<file path="src/rtl/uart_pkg.sv">
// Shared definitions for the UART transmit scheduler: FSM state encoding and
// frame timing constants.
package uart_pkg;

  localparam int UART_BIT_CLKS   = 16;
  localparam int UART_FRAME_BITS = 11;
  localparam int UART_DATA_W     = 8;
  localparam int UART_FRAME_CLKS = UART_BIT_CLKS * UART_FRAME_BITS;

  typedef enum logic [1:0] {
    S_IDLE,
    S_LOAD,
    S_WAIT,
    S_GAP
  } sched_state_t;

endpackage

</file>
<file path="src/rtl/rr_arbiter.sv">
// Combinational round-robin search: first asserted request at or above ptr,
// wrapping around. The pointer itself is owned by the caller.
module rr_arbiter #(
  parameter int N_REQ = 4,
  parameter int IDX_W = $clog2(N_REQ)
) (
  input  logic [N_REQ-1:0] req,
  input  logic [IDX_W-1:0] ptr,
  output logic [N_REQ-1:0] gnt,
  output logic [IDX_W-1:0] idx,
  output logic             valid
);

  logic [IDX_W-1:0] cand;

  always_comb begin
    // NOTE: every output gets a default before the loop, otherwise the
    // conditional assignments below would infer latches.
    gnt   = '0;
    idx   = '0;
    valid = 1'b0;
    cand  = '0;
    for (int k = 0; k < N_REQ; k++) begin
      cand = IDX_W'((int'(ptr) + k) % N_REQ);
      if (!valid && req[cand]) begin
        valid     = 1'b1;
        idx       = cand;
        gnt[cand] = 1'b1;
      end
    end
  end

endmodule

</file>
<file path="src/rtl/uart_tx_sched.sv">
// Round-robin scheduler sharing one UART transmitter between N_REQ producers.
// Optional WAIT watchdog with err_timeout output: define UART_SCHED_TIMEOUT_EN.
module uart_tx_sched
  import uart_pkg::*;
#(
  parameter int N_REQ       = 4,
  parameter int DATA_W      = UART_DATA_W,
  parameter int GAP_CYC     = UART_BIT_CLKS,
  parameter int TIMEOUT_CYC = 256
) (
  input  logic                      clk1,
  input  logic                      reset,
  input  logic [N_REQ-1:0]          req,
  input  logic [N_REQ*DATA_W-1:0]   data_in,
  output logic [N_REQ-1:0]          gnt,
  output logic [N_REQ-1:0]          done,
  output logic [$clog2(N_REQ)-1:0]  owner,
  output logic                      tx_start,
  output logic [DATA_W-1:0]         tx_data,
  input  logic                      tx_busy,
  input  logic                      tx_done
`ifdef UART_SCHED_TIMEOUT_EN
  ,
  output logic                      err_timeout
`endif
);

  localparam int IDX_W    = $clog2(N_REQ);
  localparam int GAP_W    = (GAP_CYC > 1) ? $clog2(GAP_CYC) : 1;
  localparam int GAP_LAST = (GAP_CYC > 0) ? GAP_CYC - 1 : 0;
  localparam sched_state_t POST_FRAME = (GAP_CYC == 0) ? S_IDLE : S_GAP;

  if (N_REQ < 2 || N_REQ > 8) begin : g_bad_nreq
    $error("N_REQ must be in 2..8");
  end
  if (TIMEOUT_CYC <= UART_FRAME_CLKS) begin : g_bad_timeout
    $error("TIMEOUT_CYC must exceed one full frame");
  end

  sched_state_t      state_q, state_d;
  logic [IDX_W-1:0]  ptr_q, ptr_d;
  logic [IDX_W-1:0]  owner_q, owner_d;
  logic [DATA_W-1:0] tx_data_q, tx_data_d;
  logic [N_REQ-1:0]  gnt_q, gnt_d;
  logic [N_REQ-1:0]  done_q, done_d;
  logic              tx_start_q, tx_start_d;
  logic [GAP_W-1:0]  gap_cnt_q, gap_cnt_d;

  logic [N_REQ-1:0]  arb_gnt;
  logic [IDX_W-1:0]  arb_idx;
  logic              arb_valid;
  logic [N_REQ-1:0]  owner_hot;

  rr_arbiter #(
    .N_REQ (N_REQ),
    .IDX_W (IDX_W)
  ) u_arb (
    .req   (req),
    .ptr   (ptr_q),
    .gnt   (arb_gnt),
    .idx   (arb_idx),
    .valid (arb_valid)
  );

  assign owner_hot = N_REQ'(1) << owner_q;

`ifdef UART_SCHED_TIMEOUT_EN
  localparam int TO_W = $clog2(TIMEOUT_CYC);
  logic [TO_W-1:0] wait_cnt_q, wait_cnt_d;
  logic            err_q, err_d;
`endif

  always_comb begin
    state_d    = state_q;
    ptr_d      = ptr_q;
    owner_d    = owner_q;
    tx_data_d  = tx_data_q;
    gnt_d      = '0;
    done_d     = '0;
    tx_start_d = 1'b0;
    gap_cnt_d  = gap_cnt_q;
`ifdef UART_SCHED_TIMEOUT_EN
    wait_cnt_d = wait_cnt_q;
    err_d      = 1'b0;
`endif
    unique case (state_q)
      S_IDLE: begin
        if (arb_valid && !tx_busy) begin
          state_d    = S_LOAD;
          gnt_d      = arb_gnt;
          tx_start_d = 1'b1;
          owner_d    = arb_idx;
          tx_data_d  = DATA_W'(data_in >> (int'(arb_idx) * DATA_W));
          ptr_d      = (arb_idx == IDX_W'(N_REQ - 1)) ? '0 : arb_idx + IDX_W'(1);
        end
      end
      S_LOAD: begin
        // tx_done seen here belongs to no frame of ours and is dropped.
        state_d = S_WAIT;
`ifdef UART_SCHED_TIMEOUT_EN
        wait_cnt_d = '0;
`endif
      end
      S_WAIT: begin
        if (tx_done) begin
          done_d    = owner_hot;
          state_d   = POST_FRAME;
          gap_cnt_d = '0;
        end
`ifdef UART_SCHED_TIMEOUT_EN
        else if (wait_cnt_q == TO_W'(TIMEOUT_CYC - 1)) begin
          done_d    = owner_hot;
          err_d     = 1'b1;
          state_d   = POST_FRAME;
          gap_cnt_d = '0;
        end else begin
          wait_cnt_d = wait_cnt_q + TO_W'(1);
        end
`endif
      end
      S_GAP: begin
        if (gap_cnt_q == GAP_W'(GAP_LAST)) begin
          state_d = S_IDLE;
        end else begin
          gap_cnt_d = gap_cnt_q + GAP_W'(1);
        end
      end
      default: state_d = S_IDLE;
    endcase
  end

  // NOTE: state registers use non-blocking assignments so every flop samples
  // the pre-edge values regardless of statement order.
  always_ff @(posedge clk1 or negedge reset) begin
    if (!reset) begin
      state_q    <= S_IDLE;
      ptr_q      <= '0;
      owner_q    <= '0;
      tx_data_q  <= '0;
      gnt_q      <= '0;
      done_q     <= '0;
      tx_start_q <= 1'b0;
      gap_cnt_q  <= '0;
    end else begin
      state_q    <= state_d;
      ptr_q      <= ptr_d;
      owner_q    <= owner_d;
      tx_data_q  <= tx_data_d;
      gnt_q      <= gnt_d;
      done_q     <= done_d;
      tx_start_q <= tx_start_d;
      gap_cnt_q  <= gap_cnt_d;
    end
  end

`ifdef UART_SCHED_TIMEOUT_EN
  always_ff @(posedge clk1 or negedge reset) begin
    if (!reset) begin
      wait_cnt_q <= '0;
      err_q      <= 1'b0;
    end else begin
      wait_cnt_q <= wait_cnt_d;
      err_q      <= err_d;
    end
  end

  assign err_timeout = err_q;
`endif

  assign gnt      = gnt_q;
  assign done     = done_q;
  assign owner    = owner_q;
  assign tx_start = tx_start_q;
  assign tx_data  = tx_data_q;

endmodule

</file>
<file path="config.mk">
export PLATFORM = sky130hd
export DESIGN_NAME = uart_tx_sched
export DESIGN_NICKNAME = d
export VERILOG_FILES = /design/src/rtl/uart_pkg.sv /design/src/rtl/rr_arbiter.sv /design/src/rtl/uart_tx_sched.sv
export SDC_FILE = /design/constraint.sdc
export NUM_CORES = 1
export LEC_CHECK = 0
export CORE_ASPECT_RATIO = 2
export CORE_MARGIN = 1
export CORE_UTILIZATION = 49
export CTS_CLUSTER_DIAMETER = 80
export DETAILED_ROUTE_END_ITERATION = 16
export GPL_ROUTABILITY_DRIVEN = 0
export PLACE_DENSITY = 0.85
export SYNTH_ARGS = -nofsm -noshare
export SYNTH_HDL_FRONTEND = slang
export SYNTH_HIERARCHICAL = 1
export SYNTH_SLANG_ARGS = --single-unit
</file>
<file path="constraint.sdc">
create_clock -name clk1 -period 5.7 [get_ports clk1]
set_input_delay 0.855 -clock clk1 [delete_from_list [all_inputs] [get_ports clk1]]
set_output_delay 0.855 -clock clk1 [all_outputs]
set_load 0.01 [all_outputs]
</file>
== Word-level counts from Yosys, hierarchy flattened ==
Index checks and enable logic that the tools add are counted.
W data, S select, Z words.

* Input bits: 40
* Register bits: 27
* Logic and storage cells: 94

* Shift-type cells: 2
* $add $sub $neg: 5
* Bitwise gates (word level): 3
* Muxes and demuxes: 42
* Reduce and logical (&&, ||, !) cells: 17
* Equal/unequal tests: 9
* Order comparisons: 8

{| class="wikitable"
|+ Operators with widths
! kind !! count
|-
| $mux W4 || 10
|-
| $shr A32 B5 Y8 || 1
|-
| $mux W2 || 8
|-
| $mux W1 || 14
|-
| $lt A2 B3 Y1 const B || 4
|-
| $or A4 B4 Y4 || 3
|-
| $bmux W1 S2 || 4
|-
| $demux W1 S2 || 4
|-
| $ge A2 B1 Y1 const B || 4
|-
| $logic_and A1 B1 Y1 || 8
|-
| $ne A2 B2 Y1 const B || 4
|-
| $pmux W2 S4 || 1
|-
| $pmux W4 S2 || 1
|-
| $eq A2 B2 Y1 const B || 3
|-
| $reduce_and A3 Y1 || 2
|-
| $add A2 B1 Y2 const B || 2
|-
| $add A2 B2 Y2 const B || 2
|-
| $add A4 B1 Y4 const B || 1
|-
| $eq A4 B4 Y1 const B || 1
|-
| $logic_not A1 Y1 || 4
|-
| $shl A1 B2 Y4 const A || 1
|-
| $eq A2 B1 Y1 const B || 1
|-
| $logic_not A2 Y1 || 1
|-
| $reduce_and A2 Y1 || 1
|-
| $reduce_bool A2 Y1 || 1
|}

== Longest topological paths before layout ==
* Depth in word-level cells: 15
* Depth in mapped cells: 12
* Gate-level depth less buffers: 9

== Modules after synthesis ==
The synthesis kept the hierarchy.

{| class="wikitable"
|+ By module, submodules not included
! module !! area each (um^2) !! cells each !! sequential area each (um^2) !! times used
|-
| uart_tx_sched || 1366.3 || 119 || 675.6 || 1
|-
| rr_arbiter || 421.7 || 45 || 0.0 || 1
|}

== Least setup slack after synthesis ==
No wires, ideal clock.

* Path kind: input to register
* Start point: in req[3]
* End point: reg tx_data_q[0], in the netlist tx_data[0]
* Slack: 2852 ps
* Stages: 7
* Buffers on the path: 2
* Setup time: 117 ps
* Data required time: 5583 ps
* Data arrival time: 2732 ps
* Path through: mux4_2 -> clkbuf_1 -> o31ai_1 -> buf_6 -> mux4_2 -> nand2_1 -> nand2_1

{| class="wikitable"
|+ RTL lines
! item !! line !! RTL
|-
| from (decl) || uart_tx_sched.sv:13 || <nowiki>input logic [N_REQ-1:0] req,</nowiki>
|-
| $bmux W1 S2 || rr_arbiter.sv:25 || <nowiki>if (!valid && req[cand]) begin</nowiki>
|-
| $mux W1 (not written as such) || rr_arbiter.sv:25 ||
|-
| $mux W1 || rr_arbiter.sv:25 ||
|-
| $logic_not A1 Y1 || rr_arbiter.sv:25 ||
|-
| $logic_and A1 B1 Y1 || rr_arbiter.sv:25 ||
|-
| $mux W1 || rr_arbiter.sv:25 ||
|-
| $logic_not A1 Y1 || rr_arbiter.sv:25 ||
|-
| $logic_and A1 B1 Y1 || rr_arbiter.sv:25 ||
|-
| $mux W1 || rr_arbiter.sv:25 ||
|-
| $logic_not A1 Y1 || rr_arbiter.sv:25 ||
|-
| $logic_and A1 B1 Y1 || rr_arbiter.sv:25 ||
|-
| $mux W2 (*) || rr_arbiter.sv:25 ||
|-
| net arb_idx[0] || uart_tx_sched.sv:50 || <nowiki>logic [IDX_W-1:0] arb_idx;</nowiki>
|-
| $shr A32 B5 Y8 (*) || uart_tx_sched.sv:93 || <nowiki>tx_data_d = DATA_W'(data_in >> (int'(arb_idx) * DATA_W));</nowiki>
|-
| to (signal assigned) || uart_tx_sched.sv:148 || <nowiki>tx_data_q <= tx_data_d;</nowiki>
|-
| to (decl) || uart_tx_sched.sv:43 || <nowiki>logic [DATA_W-1:0] tx_data_q, tx_data_d;</nowiki>
|}

Mark *: on every way through the listed nets, which the timed path passes. The rest lies on a longest branch. The select of a mux whose other input is x is not followed.
A chain may end at the register's enable or synchronous reset.

== Worst setup path after layout ==
* Start point: in req[0]
* End point: reg tx_data_q[0], in the netlist tx_data[0]

The elaborated chain is that of the path after synthesis.

==> run summary <==
Outcome: finished, final reports clean
Die outline width: 44.72 um
Average cell area after synthesis: 10.90 um^2
Number of buffers added by the clock tree synthesis step: 3
Worst setup skew after layout: 0.003343 ns
Initial antenna violation count: 0
Slew headroom: 20.40%
Synth cell types: 45
Number of H-tree branching levels: 1
Number of hold violations in the final report: 0
# DRC: 0
Number of global-route vias before repair: 1564
Final net count: 270
Launch instance of the worst register-to-register path: ptr_q[0]
Worst min-delay path class: reg2reg
Pin count of the biggest net entering global routing: 28
Synthesized area: 1788 um^2
Placement row count: 30
Critical Path Start Type: input port
Number of synthesized register bits: 27
Total vias in the final route: 1546
FF-to-FF End: tx_data[0]
Core Region: 3453 um^2
Post-synthesis net count: 215
Critical path buffers and inverters: 1
Critical Path Stages: 8
Fraction of final layout cells sized beyond drive strength 1: 10.55%
Insertion delay to the later sink of the worst-skew pair: 0.28 ns
Clock buffer depth: 2
Cell type with the highest aggregate area in the netlist: dfrtp_1
Post-route clock period utilization: 66.07%
Leading cell type in the layout, fill and taps excluded: clkdlybuf4s50_1
Largest delay contributor family on the critical path: multiplexers
Max Clock Freq: 0.2656 GHz
CTS clock-pin slew for the worst setup and hold paths: 0.09 ns
Critical path start-end classification: in2reg
Clk Tree Root Cell: clkbuf_8
Setup repair after global routing missed its margin: false
Cells resized by post-CTS repair: 0
Cells along the critical path: clkdlybuf4s50_1, mux4_1, nor2b_1, nor2_1, o31ai_2, mux4_2, nand2_1, nand2_1
Area Overhead vs Synth: 35.69%
Top cell type's share of synthesized area: 37.79%
Overall overflow remaining after global route: 0
Sum of net half-perimeters after detailed placement: 3525 um
Launch point of the worst hold path: owner[0]
Clock sink total: 27
Leak pwr: 1.061 nW
Most frequent cells in the layout: clkdlybuf4s50_1, nand2_1, dfrtp_1
Data arrival, critical path: 3.94 ns
Diode insertion count for antenna repair: 0
Power density of the placed cells: 483.2 nW/um^2
Max-cap viol count: 0
Peak VDD IR: 0.3050 mV
Final TNS setup: 0 ns
Cell count after synthesis: 164
Slowest cell on the critical path: o31ai_2
Number of iterations in the first detailed-routing pass: 4
Hold-fix buffers, CTS: 0
Top-Level Pins: 59
Antenna Violating Nets Remaining: 0
Final setup violation count: 0
Actual slew at the worst max-slew pin: 1.187 ns
Top area cells in the synthesized netlist: dfrtp_1, mux4_2, ha_1, nand2_1, a22oi_1
Finished Layout Cells: 266
Minimum clock period: 3.766 ns
Starting Density: 51.78%
Cell repeated most along the worst path: nand2_1
Cells after DPL: 262
Post-CTS Setup Repair Bufs: 0
Routed wire length per instance: 16.68 um
Crit Path Max Fanout: 11
Global-route usage over all layers: 25.35%
Via-to-Cell Ratio: 5.812
Floorplan die area: 3909 um^2
Final-report max-slew violation count: 0
Clock tree from TritonCTS: built
Endpoint, Worst Hold: done[2]
Crit path capture type: register
Filler cell count: 263
Length in cells of the worst reg-to-reg path: 9
Worst stage delay on the critical path: 0.94 ns
Worst path required time: 5.87 ns
Die height: 87.43 um
Initial DRC count: 51
Global-route wire length before repair: 7293 um
Count of cells along the worst hold path: 1
Worst setup slack for register-to-register paths: 2.16 ns
Register area share after synthesis: 37.79%
Number of port buffers: 58
DRT Wirelength: 4438 um
Warnings, synthesis: 6
[synth_stat cells]
| library cell | count |
|---|---|
| nand2_1 | 33 |
| dfrtp_1 | 27 |
| ha_1 | 11 |
| mux4_2 | 10 |
| a22oi_1 | 8 |
| inv_1 | 6 |
| nor2_1 | 6 |
| o21ai_0 | 5 |
| and2_1 | 4 |
| nand2b_1 | 4 |
| nor3_1 | 4 |
| buf_6 | 3 |
| mux2i_1 | 3 |
| a21oi_1 | 2 |
| buf_2 | 2 |
| clkbuf_1 | 2 |
| mux4_1 | 2 |
| nand3_1 | 2 |
| nand4_1 | 2 |
| nor2b_1 | 2 |
| o31ai_1 | 2 |
| a211o_1 | 1 |
| a21bo_1 | 1 |
| a221oi_2 | 1 |
| a22o_1 | 1 |
| a32o_1 | 1 |
| and2b_1 | 1 |
| and2b_2 | 1 |
| and3_1 | 1 |
| clkbuf_2 | 1 |
| inv_2 | 1 |
| mux2_1 | 1 |
| mux2_2 | 1 |
| mux2_4 | 1 |
| nand2b_4 | 1 |
| nand3_2 | 1 |
| nand3b_1 | 1 |
| nand4b_1 | 1 |
| nor4_1 | 1 |
| nor4b_1 | 1 |
| nor4b_4 | 1 |
| o211ai_1 | 1 |
| o21ai_1 | 1 |
| o221ai_1 | 1 |
| o32a_1 | 1 |
[cell families after synthesis]
kind of cell / Yosys count / synth area share [%]
AOI/OAI and AO/OA: 26 / 10.85
DFF: 27 / 37.79
muxes: 18 / 19.31
and+or+nand+nor: 67 / 19.73
adders and majority gates: 11 / 7.698
buffers and inverters: 15 / 4.618
[layer usage]
metal  GRT usage [%]  wire (um)  vias up
met1           27.98       1527      757
met5               0          0        -
met3           2.075        161       19
met2           45.45       2540       64
li1                -          -      706
met4           14.05        209        0
[sequential cells by signal, indices dropped and copies added, names as in the netlist]
signal,flops
done,4
gap_cnt_q,4
gnt,4
owner,2
ptr_q,2
state_q,2
tx_data,8
tx_start,1
[metrics by stage]
step	power [mW]	utilization (%)	instance area [um^2]	hold WS [ns]	setup WS [ns]
CTS	1.170	70.25	2426	0.4894	1.928
global placement	1.003	68.84	2377	0.4608	1.759
finish	1.172	70.25	2426	0.4852	1.934
floorplan	0.8616	-	1788	0.4749	2.852
detailed placement	1.057	68.84	2377	0.4678	1.619
global route	1.263	70.25	2426	0.5187	1.666
[worst max path at each step]
stage	end	slack (ns)	start
4_1_cts	tx_data[6]	1.93	req[3]
2_1_floorplan	tx_data[0]	2.85	req[3]
5_1_grt	tx_data[2]	1.67	req[2]
3_3_place_gp	tx_data[7]	1.76	req[3]
3_5_place_dp	tx_data[6]	1.62	req[2]
6_report	tx_data[0]	1.93	req[0]
[worst reg2reg max path, stage by stage (launching register included)]
cell and delay (ns):
dfrtp_1 0.71, inv_1 0.14, ha_1 0.37, mux4_1 0.27, nor2b_1 0.17, nor2_1 0.08
o31ai_2 0.94, mux4_2 0.61, nand2_1 0.09, nand2_1 0.05
[report_power, final]
| group | internal, mW | leakage [nW] | switching (mW) |
|---|---|---|---|
| Combinational | 0.380 | 0.687 | 0.363 |
| Sequential | 0.254 | 0.353 | 0.0641 |
| Clock | 0.0497 | 0.0217 | 0.0607 |
[final cells by class]
| class | instances | area [um^2] | share of cell area (%) |
|---|---|---|---|
| Timing Repair Buffer | 58 | 580.6 | 23.93 |
| Sequential cell | 27 | 675.6 | 27.85 |
| Clock buffer | 3 | 41.29 | 1.702 |
| Inverter | 7 | 26.28 | 1.083 |
| Clock inverter | 1 | 7.507 | 0.3094 |
| Tap cell | 48 | 60.06 | 2.475 |
| Multi-Input combinational cell | 122 | 1035 | 42.65 |
Power figures use the tool's default switching activity.
